[src/rtl/hazard_bypass_unit_pkg.sv]
// rtl/hazard_bypass_unit_pkg.sv - shared bypass select codes, FSM states and select priority helper
package hazard_bypass_unit_pkg;

  localparam logic [1:0] BYP_REG   = 2'b00;
  localparam logic [1:0] BYP_EXMEM = 2'b01;
  localparam logic [1:0] BYP_MEMWR = 2'b10;

  typedef enum logic {
    ST_RUN    = 1'b0,
    ST_LSTALL = 1'b1
  } hz_state_e;

  // Youngest producer wins: an Ex-stage match shadows a Mem-stage match.
  function automatic logic [1:0] byp_pick(input logic ex_hit, input logic mem_hit);
    logic [1:0] sel;
    sel = BYP_REG;
    if (ex_hit)
      sel = BYP_EXMEM;
    else if (mem_hit)
      sel = BYP_MEMWR;
    return sel;
  endfunction

endpackage

[src/rtl/hazard_sat_counter.sv]
// rtl/hazard_sat_counter.sv - saturating event counter with freeze input
module hazard_sat_counter #(
  parameter int CNT_W = 16
) (
  input  logic             clk,
  input  logic             rst,
  input  logic             inc,
  input  logic             hold,
  output logic [CNT_W-1:0] cnt
);

  localparam logic [CNT_W-1:0] CNT_ONE = CNT_W'(1);
  localparam logic [CNT_W-1:0] CNT_MAX = {CNT_W{1'b1}};

  always_ff @(posedge clk or posedge rst) begin
    if (rst)
      cnt <= '0;
    else if (!hold && inc && (cnt != CNT_MAX))
      cnt <= cnt + CNT_ONE;
  end

endmodule

[src/rtl/hazard_bypass_unit.sv]
// rtl/hazard_bypass_unit.sv - forwarding select, load-use stall and branch flush control
module hazard_bypass_unit #(
  parameter int REG_AW = 5,
  parameter int CNT_W  = 16
) (
  input  logic              clk,
  input  logic              rst,
  input  logic [REG_AW-1:0] Rs_Id,
  input  logic [REG_AW-1:0] Rt_Id,
  input  logic              UseRs_Id,
  input  logic              UseRt_Id,
  input  logic [REG_AW-1:0] Reg_Target_Ex,
  input  logic              RegWr_Ex,
  input  logic              MemToReg_Ex,
  input  logic              BrTaken_Ex,
  input  logic              Jump_Ex,
  input  logic              Stall_Ext,
  output logic [1:0]        ALUSrcA_ByPassing,
  output logic [1:0]        ALUSrcB_ByPassing,
  output logic              Stall_PC,
  output logic              Stall_IfId,
  output logic              Bubble_IdEx,
  output logic              Flush_IfId,
  output logic [CNT_W-1:0]  Stall_Cnt,
  output logic [CNT_W-1:0]  Flush_Cnt
);
  import hazard_bypass_unit_pkg::*;

  hz_state_e         state;
  logic [REG_AW-1:0] mem_dst;
  logic              mem_wr;
  logic              ex_alu_wr, ex_load_wr;
  logic              flush, lu, active, stall_req, flush_req;
  logic [1:0]        next_sel_a, next_sel_b;

  // Register 0 is hardwired, so it never matches a producer.
  function automatic logic src_hit(input logic use_x, input logic [REG_AW-1:0] x,
                                   input logic wr, input logic [REG_AW-1:0] dst);
    return use_x & wr & (x != '0) & (x == dst);
  endfunction

  assign ex_alu_wr  = RegWr_Ex & ~MemToReg_Ex;
  assign ex_load_wr = RegWr_Ex & MemToReg_Ex;

  assign next_sel_a = byp_pick(src_hit(UseRs_Id, Rs_Id, ex_alu_wr, Reg_Target_Ex),
                               src_hit(UseRs_Id, Rs_Id, mem_wr, mem_dst));
  assign next_sel_b = byp_pick(src_hit(UseRt_Id, Rt_Id, ex_alu_wr, Reg_Target_Ex),
                               src_hit(UseRt_Id, Rt_Id, mem_wr, mem_dst));

  assign lu    = src_hit(UseRs_Id, Rs_Id, ex_load_wr, Reg_Target_Ex)
               | src_hit(UseRt_Id, Rt_Id, ex_load_wr, Reg_Target_Ex);
  assign flush = BrTaken_Ex | Jump_Ex;

  // A frozen pipeline or a reset in progress silences every control output.
  assign active    = ~rst & ~Stall_Ext;
  assign flush_req = active & flush;
  assign stall_req = active & ~flush & lu & (state == ST_RUN);

  assign Stall_PC    = stall_req;
  assign Stall_IfId  = stall_req;
  assign Bubble_IdEx = stall_req | flush_req;
  assign Flush_IfId  = flush_req;

  always_ff @(posedge clk or posedge rst) begin
    if (rst) begin
      state             <= ST_RUN;
      mem_dst           <= '0;
      mem_wr            <= 1'b0;
      ALUSrcA_ByPassing <= BYP_REG;
      ALUSrcB_ByPassing <= BYP_REG;
    end else if (!Stall_Ext) begin
      mem_dst           <= Reg_Target_Ex;
      mem_wr            <= RegWr_Ex & (Reg_Target_Ex != '0);
      ALUSrcA_ByPassing <= Bubble_IdEx ? BYP_REG : next_sel_a;
      ALUSrcB_ByPassing <= Bubble_IdEx ? BYP_REG : next_sel_b;
      // The held consumer picks up the load from Mem one cycle later via the Mem-match path.
      case (state)
        ST_RUN:    if (stall_req) state <= ST_LSTALL;
        ST_LSTALL: state <= ST_RUN;
        default:   state <= ST_RUN;
      endcase
    end
  end

  hazard_sat_counter #(.CNT_W(CNT_W)) u_stall_cnt (
    .clk  (clk),
    .rst  (rst),
    .inc  (stall_req),
    .hold (Stall_Ext),
    .cnt  (Stall_Cnt)
  );

  hazard_sat_counter #(.CNT_W(CNT_W)) u_flush_cnt (
    .clk  (clk),
    .rst  (rst),
    .inc  (flush_req),
    .hold (Stall_Ext),
    .cnt  (Flush_Cnt)
  );

endmodule
[config.mk]
export PLATFORM = sky130hd
export DESIGN_NAME = hazard_bypass_unit
export DESIGN_NICKNAME = d
export VERILOG_FILES = /design/src/rtl/hazard_bypass_unit_pkg.sv /design/src/rtl/hazard_sat_counter.sv /design/src/rtl/hazard_bypass_unit.sv
export SDC_FILE = /design/constraint.sdc
export NUM_CORES = 1
export LEC_CHECK = 0
export ABC_CLOCK_PERIOD_IN_PS = 2350
export CORE_MARGIN = 2
export CORE_UTILIZATION = 45
export CTS_BUF_LIST = sky130_fd_sc_hd__clkbuf_16
export CTS_CLUSTER_DIAMETER = 150
export DETAILED_ROUTE_END_ITERATION = 8
export GPL_TIMING_DRIVEN = 1
export PLACE_DENSITY = 0.75
export SETUP_SLACK_MARGIN = 0.02
export SLEW_MARGIN = 20
export SYNTH_ARGS = -nofsm -noshare
export SYNTH_HDL_FRONTEND = slang
export SYNTH_SLANG_ARGS = --single-unit
[constraint.sdc]
create_clock -name clk -period 2.35 [get_ports clk]
set_clock_uncertainty 0.05 [all_clocks]
set_input_delay 0.47 -clock clk [delete_from_list [all_inputs] [get_ports clk]]
set_output_delay 0.47 -clock clk [all_outputs]
set_load 0.02 [all_outputs]
[Yosys cells after proc, flatten, opt, wreduce, memory -nomap -nowiden]
Cells that the tools add are included.
Word-level totals
  flip-flop bits (word level): 43
  latch bits: 0
  RAM bits: 0
  ROM bits: 0
  bits of input ports: 24
  output and inout bits: 40
  word-level logic and storage cells: 65
  memories kept: 0
Operators by class
  add/sub/neg operators: 2
  multiply operators: 0
  divide/modulo/power cells: 0
  magnitude comparators: 0
  equal/unequal tests: 6
  shift-type cells: 0
  mux-type cells: 8
  bitwise gates (word level): 34
  reduce and logical (&&, ||, !) cells: 8
Operators by type and width (count)
  16-bit by 1-bit adder with 16-bit output (second input constant): 2
  16-bit inequality test (second input constant): 2
  1-bit bitwise AND: 26
  5-bit == test: 4
  5-bit nonzero test: 3
  2-bit two-way mux: 6
  1-bit NOT: 5
  1-bit logical AND: 4
  1-bit bitwise OR: 3
  1-bit one-hot mux with 2 select lines: 1
  1-bit logical NOT: 1
  1-bit two-way mux: 1

[Logic depth before layout (Yosys ltp)]
  depth in word-level cells: 9
  mapped depth: 8
  gate-level depth less buffers: 7

[Modules after synthesis]
A second synthesis with hierarchy kept.
Unflattened totals
  cell total of the unflattened synthesis: 229
  area, all modules: 2471.1 um2
Modules (own cells, without submodules)
  hazard_sat_counter: instances 2, cells an instance 74, area an instance 822.0 um2, seq. area each 400.4 um2
  hazard_bypass_unit: instances 1, cells an instance 81, area an instance 827.0 um2, seq. area each 275.3 um2

[Worst setup path before layout]
OpenSTA, ideal clock, no wires.
  path type: in2out
  from: in Rt_Id[0]
  to: out Stall_PC
  data arrival time: 1.858 ns
  required time: 1.830 ns
  path slack: -0.028 ns
  stages on the path: 6
  path buffers: 1
  cells stage by stage: or4_1 > o21ai_2 > nor4_2 > o21ai_4 > inv_1 > buf_4
On the way
  word-level cells in the longest chain between the ends: 6
  elaborated cells on any way between the ends: 7
  those cells by class: 1 x eq/ne; 5 x bitwise; 1 x reduce/logical
Ends and longest elaborated chain
  start, declared: RTL line hazard_bypass_unit.sv:9  | input logic [REG_AW-1:0] Rt_Id,
  5-bit nonzero test: RTL line hazard_bypass_unit.sv:39  | return use_x & wr & (x != '0) & (x == dst);
  1-bit bitwise AND: RTL line hazard_bypass_unit.sv:39
  1-bit bitwise AND (*): RTL line hazard_bypass_unit.sv:39
  1-bit bitwise OR (*): RTL line hazard_bypass_unit.sv:51  | | src_hit(UseRt_Id, Rt_Id, ex_load_wr, Reg_Target_Ex);
  1-bit bitwise AND (*) (2 in a row): RTL line hazard_bypass_unit.sv:57  | assign stall_req = active & ~flush & lu & (state == ST_RUN);
  end, declared: RTL line hazard_bypass_unit.sv:20  | output logic Stall_PC,
Mark *: on every way between the ends. The rest lies on a longest branch, timed or not.

[Worst setup path in the final report]
  from: in Rt_Id[2]
  to: out Bubble_IdEx
On the way
  word-level cells in the longest chain between the ends: 7
  elaborated cells on any way between the ends: 8
  those cells by class: 1 x eq/ne; 6 x bitwise; 1 x reduce/logical
Ends and longest elaborated chain
  5-bit nonzero test: RTL line hazard_bypass_unit.sv:39
  1-bit bitwise AND: RTL line hazard_bypass_unit.sv:39
  1-bit bitwise AND (*): RTL line hazard_bypass_unit.sv:39
  1-bit bitwise OR (*): RTL line hazard_bypass_unit.sv:51
  1-bit bitwise AND (*) (2 in a row): RTL line hazard_bypass_unit.sv:57
  1-bit bitwise OR (*): RTL line hazard_bypass_unit.sv:61  | assign Bubble_IdEx = stall_req | flush_req;
  end, declared: RTL line hazard_bypass_unit.sv:22  | output logic Bubble_IdEx,
Marked as above.

==> out/results.ini <==
[global_route]
globalRouteMet2Util = 0.372
grt.met3_usage = 0.0486
grt_first_pass_wirelength_mm = 10.3
grt.busiest_layer = met2
track_usage = 0.218
globalRouteMet1Util = 0.283
global_route.overflow_total = 0
grt_pass1_vias = 2120
grt_start_max_net_pins = 44
antenna_found_initial = 0

[power]
totalPowerFinal_mw = 2.03
worst_ir_drop_vdd_mv = 0.596
total_leakage_power_nw = 1.55
powerDensity_nw_per_um2 = 575

[placed_design]
placedInstanceArea_um2 = 3330
port_buffers = 63
gpl.final_weighted_congestion = 0.880
dp_hpwl_mm = 4.35

[logic_synthesis]
post_synth_main_area_contributors = sky130_fd_sc_hd__dfrtp_1 (45%), sky130_fd_sc_hd__xnor2_1 (8.9%), sky130_fd_sc_hd__xor2_1 (8.9%)
synth_top_cell_by_area = sky130_fd_sc_hd__dfrtp_1
async_reset_ff_frac = 1.00
postSynthNetCount = 251
post-synth-top-count-cell = sky130_fd_sc_hd__dfrtp_1
synthesis.yosys.warnings = 0
syn-cell-area_um2 = 2370
synth-seq-cells = 43
synthesis.instances = 225
synth_top_area_frac = 0.453
synth_cell_types = 43
post_synth.cell_area_avg_um2 = 10.5
synthTopCellsByCount = sky130_fd_sc_hd__dfrtp_1 (43), sky130_fd_sc_hd__nand2_1 (24), sky130_fd_sc_hd__xnor2_1 (24), sky130_fd_sc_hd__xor2_1 (24), sky130_fd_sc_hd__nand3_1 (13)
postSynth.topFlopCell = sky130_fd_sc_hd__dfrtp_1
synth_seq_area_share = 0.453
synth-edff-count = 0

[die]
die-height_um = 76.6
design.core.area_um2 = 5110
die_x_um = 76.6
fp.dieArea_um2 = 5870
initial_utilization = 0.465
io_pins = 64
total_number_of_placement_rows = 26

[critical_path]
crit_arrival_ps = 1790
timing.critical_path.required_ps = 1830
crit_path_max_incr_delay_ps = 530
worst_path_max_delay_cell = sky130_fd_sc_hd__or4_4
cp_cell_sequence = buf_6, or4_4, o21ai_4, nor4_4, o21ai_4, nand2_2, buf_6
r2r_slack_ps = 350
worst_r2r_startpoint = u_flush_cnt.cnt[4]
critical_path.endpoint_type = output pin
setup.worst_path.class = input pin to output pin
timing.critical_path.fanout_max = 3
critPathLaunchType = input pin
r2r_cells = 5
regToRegEndpoint = u_flush_cnt.cnt[1]

[clock_tree]
insertion_delay_ps = 280
ctsRootBufferMaster = sky130_fd_sc_hd__clkbuf_16
htree_levels = 2
clkSlewWorstSetupHoldPaths_ps = 60
cts_made_buffers = 5
holdBufCountCts = 0
tritoncts = yes
cts_sinks = 43
cts-root-to-sink-buffers = 2

[routing]
drc_errors = 0
average_detailed_routed_wire_length_per_instance_um = 14.7
detailedRoute.firstPassIterationCount = 4
route.vias.total = 2074
avgViaCountPerCell = 5.21
route.final.wire_length_mm = 5.86
drt_first_iter_violations = 97
antenna_violating_nets_post_route = 0

[sta]
timing.final.crit_share = 0.982
finalCriticalPeriod_ps = 2310
hold-worst-slack_ps = 433
timing.final.hold_violations = 0
report.final.setup_viol = 0
timing.final.max_slew_violations = 0
tightestPinTransition_ps = 528
rsz0062_at_grt = yes
finalSetupTns_ps = 0
maxClockFrequency_mhz = 433
relSlewSlack = 0.648

[layout]
final_layout_size_suffix_gt1_frac = 0.262
synthToLayoutAreaGrowth_pct = 49.0
postLayoutCoreUtil = 0.693
num-nets-final = 353
post-route-cell-area_um2 = 3540
fill_cells = 408
antenna_cells_inserted = 0

[hold_path]
timing.hold.worst_endpoint = u_stall_cnt.cnt[15]
hold_path_class = register to register
min_path_cells = 1
hold_start = u_stall_cnt.cnt[15]

[run_status]
status = complete, no violations

[flow_run]
drv_cap = 0

repair_timing:
item,in CTS,in global routing
setup endpoints to repair,7,5
gates resized for setup,66,5
gates cloned,0,0
pin swaps,7,6
buffers inserted,1,1
endpoints found under the hold margin,0,0
kinds of logic after synthesis:
kind of cell	Yosys count	share of synthesized area
AOI/OAI and AO/OA	21	0.0743
xor gates and xnor gates	48	0.177
adders and majority gates	2	0.0105
buffers and inverters	10	0.0179
DFF	43	0.453
muxes	7	0.0348
and+or+nand+nor	94	0.232
layout by cell type, fill, tap and decap left out, types with 2 or more instances in the layout:
cell                              netlist  final
sky130_fd_sc_hd__nand4_1               10     10
sky130_fd_sc_hd__xnor2_1               24     24
sky130_fd_sc_hd__buf_4                  1     37
sky130_fd_sc_hd__inv_1                  5      5
sky130_fd_sc_hd__or4_4                  2      4
sky130_fd_sc_hd__nor4_4                 0      2
sky130_fd_sc_hd__and3_1                 3      3
sky130_fd_sc_hd__o211ai_1               2      2
sky130_fd_sc_hd__a22o_1                 2      2
sky130_fd_sc_hd__a21oi_1                3      3
sky130_fd_sc_hd__dlygate4sd2_1          0      8
sky130_fd_sc_hd__clkbuf_16              0      5
sky130_fd_sc_hd__or4_1                  4      2
sky130_fd_sc_hd__buf_6                  0      7
sky130_fd_sc_hd__nor3_1                10      9
sky130_fd_sc_hd__o21ai_4                1      3
sky130_fd_sc_hd__dfrtp_1               43     43
sky130_fd_sc_hd__nor2_1                10     10
sky130_fd_sc_hd__nor3_2                 2      3
sky130_fd_sc_hd__ha_1                   2      2
sky130_fd_sc_hd__xor2_1                24     22
sky130_fd_sc_hd__mux2_2                 6      6
sky130_fd_sc_hd__o21ai_0                2      2
sky130_fd_sc_hd__buf_2                  1      3
sky130_fd_sc_hd__nand2_1               24     23
sky130_fd_sc_hd__nand3_1               13     13
sky130_fd_sc_hd__xor2_2                 0      2
sky130_fd_sc_hd__o21ai_1                3      2
sky130_fd_sc_hd__and4_1                 4      4
sky130_fd_sc_hd__clkdlybuf4s50_1        0     44
state kept, by name (all words and copies together), names as in the netlist:
signal and count:
mem_dst 5, u_stall_cnt.cnt 16, u_flush_cnt.cnt 16, mem_wr 1, ALUSrcA_ByPassing 2, ALUSrcB_ByPassing 2, state 1
worst max-delay path by stage:
stage	from	endpoint	slack [ps]	cells after the start
CTS	Rs_Id[0]	Bubble_IdEx	20	7
global route	Rt_Id[2]	Bubble_IdEx	-20	7
global placement	Rt_Id[0]	Bubble_IdEx	-710	8
finish	Rt_Id[2]	Bubble_IdEx	40	7
floorplan	Rt_Id[0]	Stall_PC	30	6
detailed placement	Rs_Id[0]	Bubble_IdEx	-720	7
layout make-up:
cell class,count,area [um2],area share
multi-input cells,172,1320,0.374
flip-flops and latches,43,1080,0.304
repair buffers,100,892,0.252
clock buffers,5,125,0.0354
well taps,70,87.6,0.0248
inverters,5,18.8,0.00531
clock inverters,3,16.3,0.00460
metrics by stage:
step	worst slack (ps)	instances
6_report	41.2	398
5_1_grt	-23.2	398
4_1_cts	20.1	397
3_5_place_dp	-723	388
3_3_place_gp	-709	388
2_1_floorplan	32.8	225
worst max-delay path, delay by kind of cell:
kind | cells | cell delay [ps]
buffers and inverters | 2 | 230
AO/OA/AOI/OAI | 2 | 380
AND/OR/NAND/NOR | 3 | 700
metal layers:
metal  vias to the layer above  part of all wire  wire length (um)
li1                       1000                 -                 -
met1                      1018              0.46              2670
met2                        50              0.49              2880
met3                         6             0.043               252
met4                         0            0.0097                57
met5                         -                 0                 0
report_power, final:
part           internal, mW  switching (mW)  leakage, nW
clock network         0.387           0.273       0.0710
registers             0.802           0.104        0.570
logic                 0.246           0.220        0.907
total                  1.44           0.597         1.55
No activity file was read; power rests on OpenSTA's default activity.
